**config.mk**
```make
export PLATFORM = sky130hd
export DESIGN_NAME = vector_result_collector_flat
export DESIGN_NICKNAME = d
export VERILOG_FILES = /design/src/rtl/vector_result_collector_if.sv /design/src/rtl/vector_result_collector.sv /design/src/flat_wrapper.sv
export SDC_FILE = /design/constraint.sdc
export NUM_CORES = 2
export LEC_CHECK = 0
export BUFFER_PORTS_ARGS = -buffer_cell sky130_fd_sc_hd__buf_2
export CAP_MARGIN = 20
export CELL_PAD_IN_SITES_DETAIL_PLACEMENT = 1
export CELL_PAD_IN_SITES_GLOBAL_PLACEMENT = 2
export CORE_MARGIN = 2
export CORE_UTILIZATION = 41
export DETAILED_ROUTE_END_ITERATION = 10
export GPL_ROUTABILITY_DRIVEN = 0
export GPL_TIMING_DRIVEN = 1
export PLACE_DENSITY = 0.86
export SYNTH_ARGS = -nofsm -noshare
export SYNTH_HDL_FRONTEND = slang
export SYNTH_SLANG_ARGS = --single-unit
```
**constraint.sdc**
```tcl
create_clock -name clk -period 14.8 [get_ports clk]
set_input_delay 2.96 -clock clk [delete_from_list [all_inputs] [get_ports clk]]
set_output_delay 2.96 -clock clk [all_outputs]
set_load 0.005 [all_outputs]
```
**src/rtl/vector_result_collector_if.sv**
```systemverilog
// ============================================================================
// vector_result_collector_if
// Issue/result/output bus between the dot-product feeder and the collector.
// Revision: 1.0
// ============================================================================
`default_nettype none

interface vector_result_collector_if #(
  parameter int DW  = 32,
  parameter int NUM = 16
);
  logic              issue_valid;
  logic              issue_ready;
  logic [DW-1:0]     result_data;
  logic              flush;
  logic [DW*NUM-1:0] out_data;
  logic [4:0]        out_lanes;
  logic              out_valid;
  logic              out_ready;
  logic              err_drop;

  modport master (
    output issue_valid, result_data, flush, out_ready,
    input  issue_ready, out_data, out_lanes, out_valid, err_drop
  );

  modport slave (
    input  issue_valid, result_data, flush, out_ready,
    output issue_ready, out_data, out_lanes, out_valid, err_drop
  );
endinterface

`default_nettype wire

```
**src/rtl/vector_result_collector.sv**
```systemverilog
// ============================================================================
// vector_result_collector
// Tracks dot-product issues through a fixed-latency pipe, packs the scalar
// results NUM per word and buffers the packed words in a small output FIFO.
// Revision: 1.0
// ============================================================================
`default_nettype none

module vector_result_collector #(
  parameter int DW         = 32,
  parameter int NUM        = 16,
  parameter int LAT        = 52,
  parameter int FIFO_DEPTH = 4
) (
  input  logic                        clk,
  input  logic                        rst,
  vector_result_collector_if.slave    bus
);

  localparam int          CW  = $clog2(NUM + 1);
  localparam int          IW  = $clog2(LAT + 1);
  localparam int          PW  = $clog2(FIFO_DEPTH);
  localparam int          FW  = $clog2(FIFO_DEPTH + 1);
  localparam int          WW  = DW * NUM;
  localparam logic [31:0] CAP = 32'(NUM * FIFO_DEPTH);

  logic [LAT-1:0] vld_q,   vld_d;
  logic [IW-1:0]  infl_q,  infl_d;
  logic [CW-1:0]  cnt_q,   cnt_d;
  logic [WW-1:0]  pack_q,  pack_d;
  logic           fpend_q, fpend_d;
  logic [IW-1:0]  fwait_q, fwait_d;
  logic           err_q,   err_d;
  logic [PW-1:0]  wr_q,    wr_d;
  logic [PW-1:0]  rd_q,    rd_d;
  logic [FW-1:0]  fcnt_q,  fcnt_d;
  logic [WW-1:0]  mem_data_q  [FIFO_DEPTH];
  logic [4:0]     mem_lanes_q [FIFO_DEPTH];

  logic [31:0]    w_occ;
  logic           w_rdy, w_acc, w_cap, w_go, w_push, w_pop;
  logic [WW-1:0]  w_ins, w_push_data;
  logic [4:0]     w_push_lanes;

  // Every in-flight issue, packed result and buffered word reserves FIFO space.
  assign w_occ = 32'(infl_q) + 32'(cnt_q) + 32'(fcnt_q) * 32'(NUM);
  assign w_rdy = (w_occ < CAP);
  assign w_acc = bus.issue_valid & w_rdy;
  assign w_cap = vld_q[LAT-1];
  assign w_go  = fpend_q & (fwait_q == '0);
  assign w_pop = (fcnt_q != '0) & bus.out_ready;

  assign bus.issue_ready = w_rdy;
  assign bus.err_drop    = err_q;
  assign bus.out_valid   = (fcnt_q != '0);
  assign bus.out_data    = (fcnt_q != '0) ? mem_data_q[rd_q]  : '0;
  assign bus.out_lanes   = (fcnt_q != '0) ? mem_lanes_q[rd_q] : '0;

  always_comb begin
    vld_d    = vld_q << 1;
    vld_d[0] = w_acc;
    infl_d   = infl_q + IW'(w_acc) - IW'(w_cap);
    err_d    = err_q | (bus.issue_valid & ~w_rdy);

    w_ins = pack_q;
    for (int k = 0; k < NUM; k++) begin
      if (w_cap && cnt_q == CW'(k)) w_ins[k*DW +: DW] = bus.result_data;
    end

    pack_d       = pack_q;
    cnt_d        = cnt_q;
    w_push       = 1'b0;
    w_push_data  = pack_q;
    w_push_lanes = '0;
    if (w_cap && cnt_q == CW'(NUM - 1)) begin
      w_push       = 1'b1;
      w_push_data  = w_ins;
      w_push_lanes = 5'(NUM);
      pack_d       = '0;
      cnt_d        = '0;
    end else if (w_go && cnt_q != '0) begin
      // A capture in the flush cycle starts the next word in lane 0.
      w_push       = 1'b1;
      w_push_lanes = 5'(cnt_q);
      pack_d       = '0;
      cnt_d        = '0;
      if (w_cap) begin
        pack_d[DW-1:0] = bus.result_data;
        cnt_d          = CW'(1);
      end
    end else if (w_cap) begin
      pack_d = w_ins;
      cnt_d  = cnt_q + CW'(1);
    end

    fpend_d = fpend_q;
    fwait_d = fwait_q;
    if (fpend_q && fwait_q != '0 && w_cap) fwait_d = fwait_q - IW'(1);
    if (w_go) fpend_d = 1'b0;
    // Only results already in flight at the flush are waited for.
    if (bus.flush) begin
      fpend_d = 1'b1;
      fwait_d = infl_q - IW'(w_cap);
    end

    wr_d   = w_push ? wr_q + PW'(1) : wr_q;
    rd_d   = w_pop  ? rd_q + PW'(1) : rd_q;
    fcnt_d = fcnt_q + FW'(w_push) - FW'(w_pop);
  end

  always_ff @(posedge clk) begin
    if (rst) begin
      vld_q   <= '0;
      infl_q  <= '0;
      cnt_q   <= '0;
      pack_q  <= '0;
      fpend_q <= 1'b0;
      fwait_q <= '0;
      err_q   <= 1'b0;
      wr_q    <= '0;
      rd_q    <= '0;
      fcnt_q  <= '0;
    end else begin
      vld_q   <= vld_d;
      infl_q  <= infl_d;
      cnt_q   <= cnt_d;
      pack_q  <= pack_d;
      fpend_q <= fpend_d;
      fwait_q <= fwait_d;
      err_q   <= err_d;
      wr_q    <= wr_d;
      rd_q    <= rd_d;
      fcnt_q  <= fcnt_d;
    end
  end

  always_ff @(posedge clk) begin
    if (w_push) begin
      mem_data_q[wr_q]  <= w_push_data;
      mem_lanes_q[wr_q] <= w_push_lanes;
    end
  end

  a_no_overflow: assert property (@(posedge clk) disable iff (rst)
    !(w_push && !w_pop && fcnt_q == FW'(FIFO_DEPTH)));

endmodule

`default_nettype wire
```
**src/flat_wrapper.sv**
```systemverilog
// flat-port wrapper written by rule: the top's interface ports become plain ports
module vector_result_collector_flat 
#(
  parameter int DW         = 32,
  parameter int NUM        = 16,
  parameter int LAT        = 52,
  parameter int FIFO_DEPTH = 4
)
  (clk, rst, bus_issue_valid, bus_result_data, bus_flush, bus_out_ready, bus_issue_ready, bus_out_data, bus_out_lanes, bus_out_valid, bus_err_drop);
  vector_result_collector_if #(.DW(DW), .NUM(NUM)) bus_i ();
  input  logic clk;
  input  logic rst;
  input wire logic [$bits(bus_i.issue_valid)-1:0] bus_issue_valid;
  input wire logic [$bits(bus_i.result_data)-1:0] bus_result_data;
  input wire logic [$bits(bus_i.flush)-1:0] bus_flush;
  input wire logic [$bits(bus_i.out_ready)-1:0] bus_out_ready;
  output wire logic [$bits(bus_i.issue_ready)-1:0] bus_issue_ready;
  output wire logic [$bits(bus_i.out_data)-1:0] bus_out_data;
  output wire logic [$bits(bus_i.out_lanes)-1:0] bus_out_lanes;
  output wire logic [$bits(bus_i.out_valid)-1:0] bus_out_valid;
  output wire logic [$bits(bus_i.err_drop)-1:0] bus_err_drop;
  assign bus_i.issue_valid = bus_issue_valid;
  assign bus_i.result_data = bus_result_data;
  assign bus_i.flush = bus_flush;
  assign bus_i.out_ready = bus_out_ready;
  assign bus_issue_ready = bus_i.issue_ready;
  assign bus_out_data = bus_i.out_data;
  assign bus_out_lanes = bus_i.out_lanes;
  assign bus_out_valid = bus_i.out_valid;
  assign bus_err_drop = bus_i.err_drop;
  vector_result_collector #(.DW(DW), .NUM(NUM), .LAT(LAT), .FIFO_DEPTH(FIFO_DEPTH)) u_core (.clk(clk), .rst(rst), .bus(bus_i));
endmodule
```
======== Word level (Yosys, flattened, before mapping) ========
Memory sizes are Yosys's and may differ from the RTL's. A register that Yosys moved wholly into a read port is not among the register bits.
Index checks and enable logic that the tools add are counted.
operators by class
  $add $sub $neg .......................... 11
  equal/unequal tests ..................... 15
  shift operators ......................... 0
  multiplexer cells ....................... 39
  bitwise operators ....................... 6
  div/mod/pow operators ................... 0
  $lt $le $gt $ge ......................... 1
  $mul .................................... 0
  reduce and logical (&&, ||, !) cells .... 29
operators by type and width
  cell                                                                            count
  512-bit 2-to-1 mux                                                              2
  32-bit 2-to-1 mux                                                               19
  5-bit by 4-bit == test with 1-bit output (second input constant)                8
  32-bit by 7-bit adder with 32-bit output                                        1
  32-bit by 7-bit less-than comparator with 1-bit output (second input constant)  1
  5-bit 2-to-1 mux                                                                5
  5-bit by 3-bit == test with 1-bit output (second input constant)                4
  1-bit logical AND                                                               19
  6-bit 2-to-1 mux                                                                2
  6-bit by 1-bit subtractor with 6-bit output                                     2
  5-bit by 2-bit == test with 1-bit output (second input constant)                2
  2-bit 2-to-1 mux                                                                4
  6-bit by 5-bit adder with 7-bit output                                          1
  1-bit 2-to-1 mux                                                                7
  6-bit by 1-bit adder with 6-bit output                                          1
  6-bit zero test                                                                 1
  2-bit nonzero test                                                              3
  6-bit nonzero test                                                              1
  6-bit by 1-bit subtractor with 6-bit output (second input constant)             1
  5-bit by 1-bit adder with 5-bit output (second input constant)                  1
  5-bit by 1-bit == test with 1-bit output (second input constant)                1
  5-bit zero test                                                                 1
  5-bit nonzero test                                                              1
  2-bit by 1-bit adder with 2-bit output (second input constant)                  2
  8 further kinds                                                                 11
storage, ports and cells
  memory bits (read-only) ................. 0
  output and inout bits ................... 520
  RAM bits ................................ 2068
  input port bits ......................... 37
  memories kept ........................... 2
  word-level logic and storage cells ...... 114
  register bits ........................... 590
  latch bits .............................. 0
memories
  name                words  bits a word  rd ports  clocked after memory_dff  wr ports  RTL line                       RTL
  u_core.mem_data_q   4      512          1         1                         1         vector_result_collector.sv:37  logic [WW-1:0] mem_data_q [FIFO_DEPTH];
  u_core.mem_lanes_q  4      5            1         1                         1         vector_result_collector.sv:38  logic [4:0] mem_lanes_q [FIFO_DEPTH];

======== Depth between registers and ports, before layout ========
  word-level depth ........................ 7
  mapped depth ............................ 16
  gate-level depth less buffers ........... 16

======== Worst setup path after synthesis ========
Ideal clock, no wire load.
  kind .................................... reg-to-reg
  start point ............................. register u_core.fwait_q[0]
  end point ............................... memory u_core.mem_data_q[0][0] (netlist bit) (enable)
  setup slack ............................. 0.375 ns
  cell stages (with the launch flop) ...... 8
  data arrival time ....................... 13.475 ns
  path buffers ............................ 1
  cell sequence ........................... dfxtp_1 > inv_1 > ha_1 > or4b_4 > nor4b_4 > or2_2 > clkbuf_1 > and2_1
on the way
  longest elaborated chain between the ends .. 7
ends and longest elaborated chain
  item                                    RTL line                        RTL
  start: declaration                      vector_result_collector.sv:32   logic [IW-1:0] fwait_q, fwait_d;
  start signal: assignment                vector_result_collector.sv:129  fwait_q <= fwait_d;
  6-bit zero test                         vector_result_collector.sv:50   assign w_go = fpend_q & (fwait_q == '0);
  1-bit AND                               vector_result_collector.sv:50
  1-bit logical AND                       vector_result_collector.sv:81   end else if (w_go && cnt_q != '0) begin
  1-bit 2-to-1 mux                        vector_result_collector.sv:81
  1-bit 2-to-1 mux                        vector_result_collector.sv:75   if (w_cap && cnt_q == CW'(NUM - 1)) begin
  1-bit 2-to-1 mux                        vector_result_collector.sv:138  if (w_push) begin
  1-bit 2-to-1 mux (implied by the code)  vector_result_collector.sv:139  mem_data_q[wr_q] <= w_push_data;
  end: declaration                        vector_result_collector.sv:37
Every way passes these cells.

==> qor.yml <==
status:
  outcome: "completed"
floorplan:
  start_util: 0.412
  io_pins: 557
  dieHeight_um: 509
  die-width_um: 509
  core_area_um2: 254000
  rows: 185
  dieArea_um2: 259000
placement:
  postPlaceCellArea_um2: 111000
  portBuffers: 556
  hpwl_um: 169000
critical_path:
  cp.arrival_ns: 4.86
  path_cells: "buf_4 -> buf_12 -> buf_4 -> mux4_2 -> and2_1 -> buf_2"
  endpoint: "bus_out_data[76]"
  cp_data_required_time_ns: 11.84
  endpoint_kind: "primary output"
  worstPathMaxFanout: 83
  critPathBufInv: 4
  reg2reg_setup_slack_ns: 8.66
  crit_family: "buffers and inverters"
  reg2reg_from: "u_core.cnt_q[1]"
  startpoint_type: "flop"
  cp_common_cell: "buf_4"
  cpPeakStageDelay_ns: 0.91
  r2r_end: "u_core.mem_data_q[2][75]"
  worstRegToRegCells: 11
  cp.depth: 6
  cp_slowest_cell: "dfxtp_4"
  path_class: "reg -> out"
grt:
  grt_pass1_wl_um: 444000
  first_global_vias: 62490
  grt_overflow: 0
  grt.total_usage: 0.236
  antenna_found_initial: 32
  grt_max_degree: 197
sta:
  hold_violations: 0
  rsz0062_at_grt: "no"
  whs_ns: 0.415
  fin_skew_ns: 0.0587
  setup_viol: 0
  max_clock_freq_ghz: 0.128
  setup-tns-final_ns: 0
  slew_headroom: 0.127
  worstMarginPinSlew_ns: 1.31
  period_needed_ns: 7.82
  min_period_over_period: 0.529
  slew_viol_final: 0
cts:
  cts_buffers: 297
  hold_buffers: 0
  cts_root_buf: "clkbuf_16"
  clk_latency_ns: 0.97
  h-tree-depth: 5
  cts_tree: "done"
  clk_path_buf_depth: 4
  path_clk_slew_ns: 0.06
  clock_sinks: 2660
  cts_resized: 0
  post_cts_buffers: 0
cells_and_area:
  final_cell_mix: "2,068 x edfxtp_1, 1,021 x nand2_1, 590 x dfxtp_1"
  finalNetCount: 6988
  stdcell_area_um2: 120000
  syn2layout_area_growth_pct: 15.2
  layout_commonest_cell: "edfxtp_1"
  fin_util: 0.474
  drive_gt1_frac: 0.297
logic_synthesis:
  synth-simple-area-share: 0.0783
  netlist_area_um2: 104000
  synthCells: 6450
  synthTopCellsByArea: "edfxtp_1 59%, dfxtp_1 11%, mux4_2 11%, mux2_2 5.2%, nand2_1 3.7%"
  synth_mux_area_frac: 0.163
  synth_flop_cell: "edfxtp_1"
  synth_edf_count: 2068
  synth_nets: 6517
  synthArstFlopShare: 0
  synth_area_per_cell_um2: 16.2
  yosysTopAreaCellShare: 0.595
  post_synth_xor_area_fraction: 0.00126
  synth_top_family_by_area: "multiplexers"
  synth-adder-area-share: 0.00374
  ys_seq_area_frac: 0.708
  synth-seq-cells: 2660
  yosysUniqueCellTypes: 50
  synth-compound-area-share: 0.0260
  ys.warnings.count: 0
  yosysTopAreaCell: "edfxtp_1"
power_and_ir_drop:
  p_total_uw: 19300
  peakVddDrop_mv: 0.194
  p_leak_uw: 0.0409
  power_density_nw_per_um2: 161
routing:
  via_count: 59512
  drt-initial-drc-count: 6204
  wl_per_cell_um: 29.6
  first_pass_iters: 6
  ant_nets: 0
  via_per_inst: 5.66
  drc: 0
  totalWireLength_um: 311000
worst_hold_path:
  worstHoldPathType: "reg -> reg"
job:
  maxCapViolations: 0
layout make-up:
cell class / instances / area [µm²]
timing repair buffer: 653 / 3910
tap: 3366 / 4210
inverter: 21 / 78.8
multi-input combinational: 3288 / 28600
clock inverter: 115 / 1210
clock buffer: 404 / 8250
fill: 24397 / 133000
antenna: 10 / 25.0
sequential: 2660 / 74000
worst min path at each step:
| stage | start | depth (start not counted) | end | slack, ns |
|---|---|---|---|---|
| floorplan | u_core.vld_q[9] | 1 | u_core.vld_q[10] | 0.41 |
| global placement | u_core.vld_q[4] | 1 | u_core.vld_q[5] | 0.42 |
| detailed placement | u_core.vld_q[13] | 1 | u_core.vld_q[14] | 0.43 |
| CTS | u_core.vld_q[35] | 1 | u_core.vld_q[36] | 0.42 |
| global route | u_core.vld_q[13] | 1 | u_core.vld_q[14] | 0.45 |
| finish | u_core.vld_q[35] | 1 | u_core.vld_q[36] | 0.42 |
per-layer routing:
metal  vias up  wire [µm]  track usage
li1      24959          -            -
met1     31581     126000        0.317
met2      2541     151000        0.389
met3       427      25500       0.0485
met4         4       8150       0.0662
met5         -         70            0
through the flow:
| stage | setup slack [ns] | instances |
|---|---|---|
| finish | 6.98 | 10517 |
| floorplan | 0.375 | 6450 |
| detailed placement | 7.72 | 9983 |
| global placement | 7.73 | 9982 |
| global route | 6.49 | 10507 |
| CTS | 6.70 | 10502 |
registers in the layout, summed over array words and instances (netlist names), 2 cells and up, named ones only:
register,flops
u_core.mem_data_q,2048
u_core.wr_q,2
u_core.rd_q,2
u_core.mem_lanes_q,20
u_core.infl_q,6
u_core.vld_q,52
u_core.pack_q,512
u_core.cnt_q,5
u_core.fcnt_q,3
u_core.fwait_q,6
kinds of logic (layout without fill, tap and decap cells):
kind of cell,Yosys count,in the layout
fa+ha+maj,30,30
mux,998,998
other cells,0,10
flops,2660,2660
buf+inv,502,1193
compound gates,509,509
simple gates,1736,1736
xor+xnor,15,15
report_power, final:
group | switching [µW] | internal (µW) | leakage, µW
logic | 2240 | 1830 | 0.0124
registers | 53.8 | 7950 | 0.0239
clock network | 2940 | 4300 | 0.00460
cells in the mapped netlist (2+ instances only):
cell and n:
and2_1 524, clkbuf_1 310, a22o_1 32, buf_4 12
xnor2_1 8, fa_1 2, o21ai_0 4, buf_1 91
nor2b_1 87, a21oi_1 454, or3_1 3, and3_1 6
mux4_2 517, nor2_1 45, buf_2 67, nor3_1 11
mux2_2 480, o21a_1 2, dfxtp_1 592, inv_1 21
nand4_1 4, xor2_1 7, ha_1 28, edfxtp_1 2068
nand2_1 1038, nand2b_1 6, a211oi_1 8
Note: power is estimated with default switching activity, not from simulation.
